<file path="config.mk">
export PLATFORM = sky130hd
export DESIGN_NAME = mio_bus_arbiter
export DESIGN_NICKNAME = d
export VERILOG_FILES = /design/src/rtl/mio_bus_arbiter.sv
export SDC_FILE = /design/constraint.sdc
export NUM_CORES = 1
export LEC_CHECK = 0
export BUFFER_PORTS_ARGS = -buffer_cell sky130_fd_sc_hd__buf_2
export CORE_AREA = 2 2 119 121
export CTS_BUF_LIST = sky130_fd_sc_hd__clkbuf_8
export DETAILED_ROUTE_END_ITERATION = 8
export DIE_AREA = 0 0 121 123
export GPL_ROUTABILITY_DRIVEN = 0
export PLACE_DENSITY = 0.73
export SYNTH_ARGS = -nofsm -noshare
export SYNTH_HDL_FRONTEND = slang
export SYNTH_SLANG_ARGS = --single-unit
</file>
<file path="constraint.sdc">
create_clock -name clk -period 2.5 [get_ports clk]
set_clock_uncertainty 0.05 [all_clocks]
set_input_delay 0.125 -clock clk [delete_from_list [all_inputs] [get_ports clk]]
set_output_delay 0.125 -clock clk [all_outputs]
set_load 0.01 [all_outputs]
</file>
<file path="src/rtl/mio_bus_arbiter.sv">
// Two-master (CPU / DMA) single-bus arbiter: one transaction at a time,
// round-robin or CPU-priority tie-break, bus timeout abort with sticky error.
module mio_bus_arbiter #(
    parameter int unsigned DATA_W       = 32,
    parameter int unsigned ADDR_W       = 32,
    parameter int unsigned TIMEOUT      = 15,
    parameter bit          CPU_PRIORITY = 1'b0
) (
    input  logic              clk,
    input  logic              reset,
    input  logic              cpu_req,
    input  logic              cpu_we,
    input  logic [ADDR_W-1:0] cpu_addr,
    input  logic [DATA_W-1:0] cpu_wdata,
    output logic [DATA_W-1:0] cpu_rdata,
    output logic              cpu_ready,
    input  logic              dma_req,
    input  logic              dma_we,
    input  logic [ADDR_W-1:0] dma_addr,
    input  logic [DATA_W-1:0] dma_wdata,
    output logic [DATA_W-1:0] dma_rdata,
    output logic              dma_ready,
    output logic              bus_req,
    output logic              bus_we,
    output logic [ADDR_W-1:0] bus_addr,
    output logic [DATA_W-1:0] bus_wdata,
    input  logic [DATA_W-1:0] bus_rdata,
    input  logic              bus_ack,
    output logic [1:0]        grant,
    output logic              timeout_err,
    output logic              err_sticky,
    output logic [1:0]        state_out
);

    typedef enum logic [1:0] {
        ST_IDLE = 2'd0,
        ST_BUSY = 2'd1,
        ST_RESP = 2'd2
    } state_t;

    localparam logic [7:0] TIMEOUT_LAST = 8'(TIMEOUT - 1);

    state_t            r_state;
    state_t            w_next;
    logic [1:0]        r_grant;
    logic              r_last_dma;
    logic              r_we;
    logic [ADDR_W-1:0] r_addr;
    logic [DATA_W-1:0] r_wdata;
    logic [DATA_W-1:0] r_rdata;
    logic [7:0]        r_cnt;
    logic              r_abort;
    logic              r_err;
    logic              w_any_req;
    logic              w_pick_cpu;
    logic              w_timeout;

    assign w_any_req  = cpu_req | dma_req;
    // On a tie the CPU wins under priority mode, or when DMA owned the bus last.
    assign w_pick_cpu = cpu_req & (~dma_req | CPU_PRIORITY | r_last_dma);
    assign w_timeout  = (r_cnt == TIMEOUT_LAST);

    always_ff @(posedge clk) begin
        if (reset) begin
            r_state <= ST_IDLE;
        end else begin
            r_state <= w_next;
        end
    end

    always_comb begin
        w_next = r_state;
        case (r_state)
            ST_IDLE: if (w_any_req) w_next = ST_BUSY;
            ST_BUSY: if (bus_ack || w_timeout) w_next = ST_RESP;
            ST_RESP: w_next = ST_IDLE;
            default: w_next = ST_IDLE;
        endcase
    end

    always_ff @(posedge clk) begin
        if (reset) begin
            r_grant    <= '0;
            r_last_dma <= 1'b1;
            r_we       <= 1'b0;
            r_addr     <= '0;
            r_wdata    <= '0;
            r_rdata    <= '0;
            r_cnt      <= '0;
            r_abort    <= 1'b0;
            r_err      <= 1'b0;
        end else begin
            case (r_state)
                ST_IDLE: begin
                    if (w_any_req) begin
                        r_grant    <= w_pick_cpu ? 2'b01 : 2'b10;
                        r_last_dma <= ~w_pick_cpu;
                        r_we       <= w_pick_cpu ? cpu_we    : dma_we;
                        r_addr     <= w_pick_cpu ? cpu_addr  : dma_addr;
                        r_wdata    <= w_pick_cpu ? cpu_wdata : dma_wdata;
                        r_cnt      <= '0;
                        r_abort    <= 1'b0;
                    end
                end
                ST_BUSY: begin
                    if (bus_ack) begin
                        r_rdata <= bus_rdata;
                    end else if (w_timeout) begin
                        r_rdata <= '0;
                        r_abort <= 1'b1;
                        r_err   <= 1'b1;
                    end else begin
                        r_cnt <= r_cnt + 8'd1;
                    end
                end
                ST_RESP: begin
                    r_grant <= '0;
                    r_abort <= 1'b0;
                end
                default: ;
            endcase
        end
    end

    always_comb begin
        bus_req     = 1'b0;
        bus_we      = 1'b0;
        bus_addr    = '0;
        bus_wdata   = '0;
        cpu_ready   = 1'b0;
        cpu_rdata   = '0;
        dma_ready   = 1'b0;
        dma_rdata   = '0;
        timeout_err = 1'b0;
        case (r_state)
            ST_BUSY: begin
                bus_req   = 1'b1;
                bus_we    = r_we;
                bus_addr  = r_addr;
                bus_wdata = r_wdata;
            end
            ST_RESP: begin
                cpu_ready   = r_grant[0];
                cpu_rdata   = r_grant[0] ? r_rdata : '0;
                dma_ready   = r_grant[1];
                dma_rdata   = r_grant[1] ? r_rdata : '0;
                timeout_err = r_abort;
            end
            default: ;
        endcase
    end

    assign grant      = r_grant;
    assign err_sticky = r_err;
    assign state_out  = r_state;

endmodule

</file>
==> out/metrics.cfg <==
[pwr]
ir_drop_mv = 0.366
powerDensity_mw_per_mm2 = 506
p_leak_nw = 4.14

[layout]
syn2layout_area_growth_pct = 41.1
fin_area_sq_mm = 0.00764
layout-drive-gt1-share_pct = 36.6
nNetsFinal = 1082

[worst_setup_path]
required_ps = 2330
setup.worst_path.class = flop to output port
path_max_fanout = 42
critical_path.endpoint_type = output port
crit_chain = nand2b_1 -> inv_1 -> buf_4 -> buf_4 -> and2_1 -> buf_2
cp-start-kind = flop
slowest_delay_ps = 510
critPathArrivalTime_ps = 2130
crit_path_top_delay_cell = dfxtp_1
crit_top_cell = buf_4

[timing]
hold_viol_final = 0
setup_viol = 0
tightest_slew_ps = 1140
fmax_mhz = 434
relSlewSlack_pct = 24.0
fin_crit_sh_pct = 92.3
slew_violations = 0
grt_setup_unrepaired = no
finalSetupTns_ps = 0
fin_ws_ps = 194
min_period_ps = 2310

[die]
row_count = 43
die_y_um = 123
initial_core_util_pct = 39.8
die_area_sq_mm = 0.0149
coreArea_sq_mm = 0.0136
fp.dieW_um = 121
io-pin-count = 305

[clock_tree]
clock-sinks = 112
cts_made_buffers = 9
clock_path_buffers = 2
htree_levels = 3
cts_tree = done
clock_latency_ps = 380
cts-root-buf = clkbuf_8
cts_setup_buffers = 0
clk_pin_slew_ps = 110

[drt]
vias_per_cell = 5.00
vias = 5491
dr.pass1.iters = 4
wl_per_cell_um = 15.3
drc_errors = 0
routed_wl_mm = 16.8
drtAntennaViolNets = 0
drt_iter0_drc = 249

[hold_path]
hold_path_class = input port to flop

[synth]
synthCells = 605
synth.net_count = 774
synthTopCellsByArea = dfxtp_1 41%, mux2i_1 12%, a211oi_1 9.0%
seq_area_frac_synth_pct = 41.4
synthFlopType = dfxtp_1
postSynthAreaPerCell_sq_um = 8.95
synth_seq_cells = 112
netlist_area_sq_mm = 0.00542
synth.distinct_cells = 36
yosysWarnings = 0
synth_largest_area_cell = dfxtp_1
post-synth-top-count-cell = dfxtp_1
ys_async_sr_fraction_pct = 0
yosysTopAreaCellShare_pct = 41.4
synth-edff-count = 0
synth_commonest_cells = 112 x dfxtp_1, 74 x nor2_1, 70 x and2_1

[placement]
io_buffers = 304
dpl-instance-area_sq_mm = 0.00709
hpwl_mm = 12.1
dp_slack_ps = 478

[global_routing]
grt_pass1_vias = 4881
antenna_found_initial = 1
grt_usage_pct = 21.0
gr-total-overflow = 0
grt_pass1_wl_mm = 24.5
grt_max_degree = 75

[status]
outcome = finished clean

[flow_run]
max_cap_violations = 0

report_power, final:
group,leakage (nW),switching (W),internal [W]
combinational,3.14,0.000438,0.000417
sequential,0.923,0.000103,0.00194
clock,0.0814,0.000599,0.000374
metal layers:
layer  share of wire [%]  GRT usage [%]
met1                  42           24.5
met4                 1.4           7.27
met3                 7.5           5.35
met2                  49           37.4
met5                   0              0
final cells by class:
cell class,count,area (sq um)
Sequential cell,112,2240
Clock inverter,4,23.8
Timing Repair Buffer,356,2060
Clock buffer,10,138
Fill cell,1274,5970
Tap cell,180,225
Inverter,5,18.8
Multi-Input combinational cell,429,2930
Antenna cell,3,7.51
kinds of logic (layout without fill, tap and decap cells):
| kind of cell | count (synthesis) | in the layout | synth area share (%) |
|---|---|---|---|
| DFF | 112 | 112 | 41.4 |
| AOI/OAI and AO/OA | 119 | 119 | 16.7 |
| and+or+nand+nor | 240 | 240 | 24.1 |
| adders and majority gates | 2 | 2 | 0.462 |
| other | 0 | 3 | 0 |
| buffers and inverters | 64 | 375 | 4.83 |
| xor gates and xnor gates | 2 | 2 | 0.324 |
| muxes | 66 | 66 | 12.2 |
per-stage QoR:
| step | std cells | hold slack (ps) | power [W] | util, % |
|---|---|---|---|---|
| 2_1_floorplan | 605 | 201 | 0.00255 | - |
| 3_3_place_gp | 1044 | 285 | 0.00287 | 52.1 |
| 4_1_cts | 1096 | 0.448 | 0.00391 | 56.1 |
| 5_1_grt | 1097 | 7.68 | 0.00408 | 56.1 |
| 3_5_place_dp | 1044 | 288 | 0.00289 | 52.1 |
| 6_report | 1099 | 16.9 | 0.00387 | 56.1 |
state kept, by name, summed over array words and instances, names as in the netlist:
register    count
r_wdata        32
r_addr         32
r_abort         1
state_out       2
grant           2
r_cnt           8
r_rdata        32
r_last_dma      1
err_sticky      1
r_we            1
timing repair:
action | 4_1_cts | 5_1_grt
hold endpoints to repair | 38 | 0
setup endpoints to repair | 0 | 0
hold buffers | 38 | 0
resized for setup | 0 | 0
cell usage in the layout, fill, tap and decap left out, types with 2 or more instances in the layout:
cell type / n
a211oi_1: 65
a21o_1: 2
a21oi_1: 6
a22o_1: 32
a31oi_1: 2
and2_1: 69
and3_1: 67
buf_12: 4
buf_2: 304
buf_4: 10
clkbuf_8: 10
clkinvlp_4: 2
dfxtp_1: 112
diode_2: 3
dlygate4sd3_1: 38
ha_1: 2
inv_1: 6
mux2i_1: 66
nand2_1: 7
nand2b_1: 2
nand3_1: 3
nor2_1: 74
nor3_1: 3
nor4_1: 3
nor4b_1: 2
o21ai_0: 5
o311ai_0: 2
or4_1: 3
xnor2_1: 2
worst max-delay path, delay by kind of cell (launching register included):
kind | cells | cell delay (ps)
flops | 1 | 510
simple gates | 2 | 350
buf+inv | 4 | 870
final timing paths:
path,start,slack (ps),cells after the start,to
worst max-delay path,state_out[0]$_SDFFE_PP0P_,190,6,bus_addr[10]
worst min-delay path,cpu_wdata[30],20,3,r_wdata[30]$_SDFFE_PP0P_
worst max register to register,r_cnt[1]$_SDFFE_PP0P_,430,6,r_rdata[30]$_SDFFE_PP0P_
worst min register to register,r_abort$_SDFFE_PP0P_,400,2,r_abort$_SDFFE_PP0P_
Note: power is estimated with default switching activity, not from simulation.
